==> config.mk <==
export PLATFORM = sky130hd
export DESIGN_NAME = mips_core
export DESIGN_NICKNAME = d
export VERILOG_FILES = /design/src/rtl/mips_pkg.sv /design/src/rtl/mips_alu.sv /design/src/rtl/mips_core.sv
export SDC_FILE = /design/constraint.sdc
export NUM_CORES = 2
export LEC_CHECK = 0
export ABC_CLOCK_PERIOD_IN_PS = 5150
export BUFFER_PORTS_ARGS = -buffer_cell sky130_fd_sc_hd__buf_4
export CAP_MARGIN = 20
export CORE_MARGIN = 10
export CORE_UTILIZATION = 30
export DETAILED_ROUTE_END_ITERATION = 10
export PLACE_DENSITY = 0.58
export SKIP_LAST_GASP = 1
export SYNTH_ARGS = -nofsm -noshare
export SYNTH_HDL_FRONTEND = slang
export SYNTH_HIERARCHICAL = 1
export SYNTH_SLANG_ARGS = --single-unit
==> constraint.sdc <==
create_clock -name clk -period 5.15 [get_ports clk]
set_input_delay 0.7725 -clock clk [delete_from_list [all_inputs] [get_ports clk]]
set_output_delay 0.7725 -clock clk [all_outputs]
set_load 0.005 [all_outputs]
==> src/rtl/mips_pkg.sv <==
// Shared definitions for the multicycle MIPS-subset core: opcodes, functs,
// FSM states and the ALU control encoding.
package mips_pkg;

    localparam int DATA_WIDTH = 32;

    localparam logic [5:0] OP_RTYPE = 6'b000000;
    localparam logic [5:0] OP_LW    = 6'b100011;
    localparam logic [5:0] OP_SW    = 6'b101011;
    localparam logic [5:0] OP_BEQ   = 6'b000100;
    localparam logic [5:0] OP_J     = 6'b000010;
    localparam logic [5:0] OP_ADDI  = 6'b001000;

    localparam logic [5:0] FN_ADD = 6'b100000;
    localparam logic [5:0] FN_SUB = 6'b100010;
    localparam logic [5:0] FN_AND = 6'b100100;
    localparam logic [5:0] FN_OR  = 6'b100101;
    localparam logic [5:0] FN_SLT = 6'b101010;

    typedef enum logic [3:0] {
        S_FETCH,
        S_DECODE,
        S_MEMADR,
        S_MEMRD,
        S_LWWB,
        S_MEMWR,
        S_REXE,
        S_RWB,
        S_ADDIEXE,
        S_ADDIWB,
        S_BEQEXE,
        S_JEXE
    } state_e;

    // ALU_ZERO gives a zero result for R-type functs outside the supported set.
    typedef enum logic [2:0] {
        ALU_ADD,
        ALU_SUB,
        ALU_AND,
        ALU_OR,
        ALU_SLT,
        ALU_ZERO
    } alu_ctrl_e;

    function automatic alu_ctrl_e funct_to_alu(input logic [5:0] funct);
        alu_ctrl_e ctrl;
        case (funct)
            FN_ADD:  ctrl = ALU_ADD;
            FN_SUB:  ctrl = ALU_SUB;
            FN_AND:  ctrl = ALU_AND;
            FN_OR:   ctrl = ALU_OR;
            FN_SLT:  ctrl = ALU_SLT;
            default: ctrl = ALU_ZERO;
        endcase
        return ctrl;
    endfunction

endpackage

==> src/rtl/mips_alu.sv <==
// Combinational ALU shared by every datapath step of the core.
module mips_alu
    import mips_pkg::*;
#(
    parameter int WIDTH = DATA_WIDTH
) (
    input  logic [WIDTH-1:0] a,
    input  logic [WIDTH-1:0] b,
    input  alu_ctrl_e        ctrl,
    output logic [WIDTH-1:0] result,
    output logic             zero
);

    logic lt;

    assign lt = ($signed(a) < $signed(b));

    // Operation select; arithmetic wraps, no overflow detection.
    always_comb begin
        result = '0;
        case (ctrl)
            ALU_ADD:  result = a + b;
            ALU_SUB:  result = a - b;
            ALU_AND:  result = a & b;
            ALU_OR:   result = a | b;
            ALU_SLT:  result = {{(WIDTH-1){1'b0}}, lt};
            default:  result = '0;
        endcase
    end

    assign zero = (result == '0);

endmodule

==> src/rtl/mips_core.sv <==
// Multicycle MIPS-subset core: one shared memory port, one access per state.
//
//  state     | meaning
//  ----------+-----------------------------------------------
//  FETCH     | IR <- mem[PC], PC <- PC+4
//  DECODE    | A,B <- rs,rt; ALUOut <- branch target
//  MEMADR    | ALUOut <- A + signext(imm)
//  MEMRD     | MDR <- mem[ALUOut]
//  LWWB      | rt <- MDR
//  MEMWR     | mem[ALUOut] <- B
//  REXE      | ALUOut <- A op B
//  RWB       | rd <- ALUOut
//  ADDIEXE   | ALUOut <- A + signext(imm)
//  ADDIWB    | rt <- ALUOut
//  BEQEXE    | PC <- ALUOut when A == B
//  JEXE      | PC <- {PC[31:28], target, 00}
module mips_core
    import mips_pkg::*;
#(
    parameter int WIDTH = DATA_WIDTH
) (
    input  logic             clk,
    input  logic             reset,
    input  logic [WIDTH-1:0] memdata,
    output logic             memread,
    output logic             memwrite,
    output logic [WIDTH-1:0] adr,
    output logic [WIDTH-1:0] writedata
);

    state_e           state_q, state_d;
    logic [WIDTH-1:0] pc_q, pc_d;
    logic [WIDTH-1:0] ir_q, ir_d;
    logic [WIDTH-1:0] mdr_q, mdr_d;
    logic [WIDTH-1:0] a_q, a_d;
    logic [WIDTH-1:0] b_q, b_d;
    logic [WIDTH-1:0] aluout_q, aluout_d;

    logic [WIDTH-1:0] rf_q [32];
    logic             rf_we;
    logic [4:0]       rf_waddr;
    logic [WIDTH-1:0] rf_wdata;

    logic [5:0]       op;
    logic [4:0]       rs, rt, rd;
    logic [5:0]       funct;
    logic [WIDTH-1:0] imm_ext;
    logic [WIDTH-1:0] rs_val, rt_val;

    logic [WIDTH-1:0] alu_a, alu_b, alu_res;
    alu_ctrl_e        alu_ctrl;
    logic             alu_zero;
    logic             memwr_state;

    assign op      = ir_q[31:26];
    assign rs      = ir_q[25:21];
    assign rt      = ir_q[20:16];
    assign rd      = ir_q[15:11];
    assign funct   = ir_q[5:0];
    assign imm_ext = {{(WIDTH-16){ir_q[15]}}, ir_q[15:0]};

    // $0 is hardwired to zero on the read side.
    assign rs_val = (rs == 5'd0) ? '0 : rf_q[rs];
    assign rt_val = (rt == 5'd0) ? '0 : rf_q[rt];

    mips_alu #(.WIDTH(WIDTH)) u_alu (
        .a      (alu_a),
        .b      (alu_b),
        .ctrl   (alu_ctrl),
        .result (alu_res),
        .zero   (alu_zero)
    );

    // Next-state, datapath steering and Moore outputs per state.
    always_comb begin
        state_d     = state_q;
        pc_d        = pc_q;
        ir_d        = ir_q;
        mdr_d       = mdr_q;
        a_d         = a_q;
        b_d         = b_q;
        aluout_d    = aluout_q;
        alu_a       = pc_q;
        alu_b       = '0;
        alu_ctrl    = ALU_ADD;
        rf_we       = 1'b0;
        rf_waddr    = rt;
        rf_wdata    = aluout_q;
        memread     = 1'b0;
        memwr_state = 1'b0;
        adr         = aluout_q;

        case (state_q)
            S_FETCH: begin
                memread = 1'b1;
                adr     = pc_q;
                ir_d    = memdata;
                alu_a   = pc_q;
                alu_b   = WIDTH'(4);
                pc_d    = alu_res;
                state_d = S_DECODE;
            end
            S_DECODE: begin
                a_d      = rs_val;
                b_d      = rt_val;
                alu_a    = pc_q;
                alu_b    = {imm_ext[WIDTH-3:0], 2'b00};
                aluout_d = alu_res;
                case (op)
                    OP_LW, OP_SW: state_d = S_MEMADR;
                    OP_RTYPE:     state_d = S_REXE;
                    OP_ADDI:      state_d = S_ADDIEXE;
                    OP_BEQ:       state_d = S_BEQEXE;
                    OP_J:         state_d = S_JEXE;
                    default:      state_d = S_FETCH;
                endcase
            end
            S_MEMADR: begin
                alu_a    = a_q;
                alu_b    = imm_ext;
                aluout_d = alu_res;
                state_d  = (op == OP_LW) ? S_MEMRD : S_MEMWR;
            end
            S_MEMRD: begin
                memread = 1'b1;
                mdr_d   = memdata;
                state_d = S_LWWB;
            end
            S_LWWB: begin
                rf_we    = 1'b1;
                rf_waddr = rt;
                rf_wdata = mdr_q;
                state_d  = S_FETCH;
            end
            S_MEMWR: begin
                memwr_state = 1'b1;
                state_d     = S_FETCH;
            end
            S_REXE: begin
                alu_a    = a_q;
                alu_b    = b_q;
                alu_ctrl = funct_to_alu(funct);
                aluout_d = alu_res;
                state_d  = S_RWB;
            end
            S_RWB: begin
                rf_we    = 1'b1;
                rf_waddr = rd;
                state_d  = S_FETCH;
            end
            S_ADDIEXE: begin
                alu_a    = a_q;
                alu_b    = imm_ext;
                aluout_d = alu_res;
                state_d  = S_ADDIWB;
            end
            S_ADDIWB: begin
                rf_we    = 1'b1;
                rf_waddr = rt;
                state_d  = S_FETCH;
            end
            S_BEQEXE: begin
                alu_a    = a_q;
                alu_b    = b_q;
                alu_ctrl = ALU_SUB;
                if (alu_zero) begin
                    pc_d = aluout_q;
                end
                state_d  = S_FETCH;
            end
            S_JEXE: begin
                pc_d    = {pc_q[WIDTH-1:28], ir_q[25:0], 2'b00};
                state_d = S_FETCH;
            end
            default: begin
                state_d = S_FETCH;
            end
        endcase
    end

    // Reset masks the strobe immediately so an aborted store never reaches memory.
    assign memwrite  = memwr_state & reset;
    assign writedata = b_q;

    // State and architectural registers with synchronous active-low reset.
    always_ff @(posedge clk) begin
        if (!reset) begin
            state_q  <= S_FETCH;
            pc_q     <= '0;
            ir_q     <= '0;
            mdr_q    <= '0;
            a_q      <= '0;
            b_q      <= '0;
            aluout_q <= '0;
        end else begin
            state_q  <= state_d;
            pc_q     <= pc_d;
            ir_q     <= ir_d;
            mdr_q    <= mdr_d;
            a_q      <= a_d;
            b_q      <= b_d;
            aluout_q <= aluout_d;
        end
    end

    // Register file is not cleared by reset; writes to $0 are dropped.
    always_ff @(posedge clk) begin
        if (reset && rf_we && (rf_waddr != 5'd0)) begin
            rf_q[rf_waddr] <= rf_wdata;
        end
    end

endmodule

==> results.sh <==
export IMPL_yosysSeqAreaShare_pct=55.1
export IMPL_required_ns=5.84
export IMPL_crit_path_max_fanout=6
export IMPL_seqPwrFrac_pct=29.4
export IMPL_antenna_found_initial=16
export IMPL_fin_crit_sh_pct=112
export IMPL_critPathLaunch="state_q[3]"
export IMPL_path_class="reg2reg"
export IMPL_ys_types=87
export IMPL_status="finished with violations"
export IMPL_fin_setup_tns_ns=-17.62
export IMPL_reg2reg_from="state_q[3]"
export IMPL_async_reset_ff_share_pct=0
export IMPL_dieArea_um2=230000
export IMPL_regArea_um2=34900
export IMPL_drive_above_1_share_pct=30.2
export IMPL_place_congestion=0.941
export IMPL_crit_arrival_ns=6.46
export IMPL_die_w_um=479
export IMPL_route_detailed_drc=0
export IMPL_portBuffers=99
export IMPL_hold_class="in2reg"
export IMPL_violations="negative setup slack"
export IMPL_cts_sinks=1230
export IMPL_synth_edf_count=1024
export IMPL_start_util_pct=30.2
export IMPL_worst_ir_drop_vdd_mv=0.424
export IMPL_dpl_cell_count=7672
export IMPL_setup_viol=32
export IMPL_layout_common_cells="edfxtp_1, buf_4, mux4_2"
export IMPL_syn_area_per_cell_um2=14.0
export IMPL_grt_overflow=0
export IMPL_firstDrtPassIters=6
export IMPL_grtUsageTotal_pct=19.5
export IMPL_synth_area_um2=63300
export IMPL_multi_input_area_um2=27400
export IMPL_power_total_mw=46.4
export IMPL_synthFlopType="edfxtp_1"
export IMPL_max_freq_mhz=173
export IMPL_hold_buffers=0
export IMPL_clkTransAtPathRegs_ns=0.06
export IMPL_grt_pass1_vias=44069
export IMPL_drv_slew=0
export IMPL_grt_max_degree=77
export IMPL_clk_latency_ns=0.78
export IMPL_min_delay_start="memdata[5]"
export IMPL_power_switching_mw=18.6
export IMPL_leakagePower_nw=25.6
export IMPL_whs_ns=0.282
export IMPL_hold_viol=0
export IMPL_grt_pass1_wl_mm=328
export IMPL_synth_warnings=6
export IMPL_num_nets_final=5168
export IMPL_clockPowerShare_pct=19.8
export IMPL_rows=168
export IMPL_comb_power_share_pct=50.8
export IMPL_cts_tree="done"
export IMPL_timing_final_crit_period_ns=5.77
export IMPL_vias=45024
export IMPL_drtIter0Drc=5665
export IMPL_drtAntennaViolNets=0
export IMPL_clockRootBuffer="clkbuf_16"
export IMPL_fillers=20058
export IMPL_coreArea_um2=210000
export IMPL_slew_headroom_pct=27.5
export IMPL_p_int_mw=27.7
export IMPL_maxCapViolations=0
export IMPL_dp_hpwl_mm=150
export IMPL_viasPerCell=5.67
export IMPL_layout_cells_most_common="edfxtp_1"
export IMPL_syn_inst=4522
export IMPL_end_kind="flip-flop"
export IMPL_post_route_util_pct=36.3
export IMPL_wl_per_cell_um=29.5
export IMPL_htreeDepth=4
export IMPL_cts_buffers=130
export IMPL_fin_skew_ns=0.0233
export IMPL_finalNonFillerCells=7935
export IMPL_switching_share_pct=40.1
export IMPL_worst_slack_ns=-0.624
export IMPL_start_kind="flip-flop"
export IMPL_wirelength_mm=234
export IMPL_ys_ff_latch=1230
export IMPL_rsz0062_at_grt="true"
export IMPL_tightest_slew_ns=1.08
export IMPL_power_density_nw_per_um2=609
export IMPL_ioPinCount=100
export IMPL_clock_path_buffers=3
export IMPL_die_y_um=479
export IMPL_area_growth_syn_to_layout_pct=20.2
==> worst max-delay path, stage by stage, from the launching register on <==
cell and delay [ns]:
dfxtp_2 0.33, buf_6 0.13, nor2_2 0.05, a211o_1 0.33, buf_12 0.16, mux2_4 0.32, ha_4 0.17, fa_2 0.35
a21o_1 0.22, a21oi_2 0.18, nor4_2 0.05, a21oi_1 0.16, o311ai_2 0.15, or4b_4 0.59, nor4_4 0.14, buf_4 0.19
or4b_4 0.48, nor4b_4 0.25, nand4_1 0.18, nor4_4 0.33, o21ai_2 0.13, a21oi_4 0.23, buf_4 0.18, clkbuf_16 0.16
o211ai_1 0.09, a21boi_1 0.15
==> flip-flops by register name, summed over array words and instances (netlist names), named ones only <==
name and flops:
a_q 32, aluout_q 32, rf_q 1024, pc_q 32, mdr_q 32, ir_q 32
writedata 32, state_q 4
==> per-layer routing <==
layer / vias to the layer above / share of wire, % / track usage (%)
met5: - / 0.0056 / 0
met4: 2 / 4.2 / 7.67
met3: 452 / 10 / 4.07
met2: 2478 / 45 / 30.3
met1: 23261 / 41 / 26.7
li1: 18831 / - / -
==> power by group through the flow <==
stage / clock network (mW) / registers, mW / logic [mW]
3_5_place_dp: 0 / 13.8 / 22.1
5_1_grt: 9.68 / 13.7 / 24.9
3_3_place_gp: 0 / 13.8 / 21.9
4_1_cts: 9.28 / 13.6 / 22.8
6_report: 9.18 / 13.6 / 23.5
2_1_floorplan: 0 / 12.7 / 13.0
==> kinds of logic (layout without fill, tap and decap cells) <==
group           Yosys count  after routing  share of synthesized area [%]
flops                  1230           1230                           55.1
compound gates          804            804                           9.28
buf+inv                 457           1031                           3.12
xor+xnor                 24             24                          0.332
other cells               1             35                        0.00593
simple gates            986            986                           7.23
fa+ha+maj               107            107                           2.14
mux                     913            913                           22.8
==> area by class of cell <==
type	instances	share of cell area, %
clock inverter	65	0.776
multi-input combinational	2866	36.0
inverter	109	0.538
antenna	3	0.00987
timing repair buffer	690	7.57
clock buffer	167	4.59
tap	2805	4.61
sequential	1230	45.9
==> through the flow <==
stage / setup WS (ns) / instance area [um2]
final: -0.624 / 76100
after global routing: -0.819 / 76100
after CTS: -0.690 / 75700
after detailed placement: -1.16 / 71100
after global placement: -1.04 / 71100
after floorplan: 0.0113 / 63400
==> synth_stat cells (87+ instances only) <==
cell type,n,share of area [%]
clkbuf_1,209,1.2
a21boi_0,138,1.6
ha_1,105,2.1
mux2_2,87,1.5
nor2_1,220,1.3
dfxtp_1,206,6.5
a21oi_1,87,0.69
o21ai_0,122,0.96
inv_1,107,0.63
mux2i_1,413,6.5
nor3_1,91,0.72
edfxtp_1,1024,49
nor2b_1,103,1.0
mux4_2,413,15
nand2_1,409,2.4
==> timing repair <==
item	4_1_cts	5_1_grt
endpoints found under the hold margin	0	0
endpoints found under the setup margin	33	32
resized for setup	84	60
buffers inserted	16	11
cloned	2	1
pin swaps	35	44
==> path summary, 6_finish.rpt <==
check | end | slack (ns) | depth (start not counted)
min reg2reg | mdr_q[9] | 0.46 | 2
min | ir_q[5] | 0.28 | 3
max reg2reg | pc_q[20] | -0.62 | 25
max | pc_q[20] | -0.62 | 25
(Power assumes the default switching activity.)
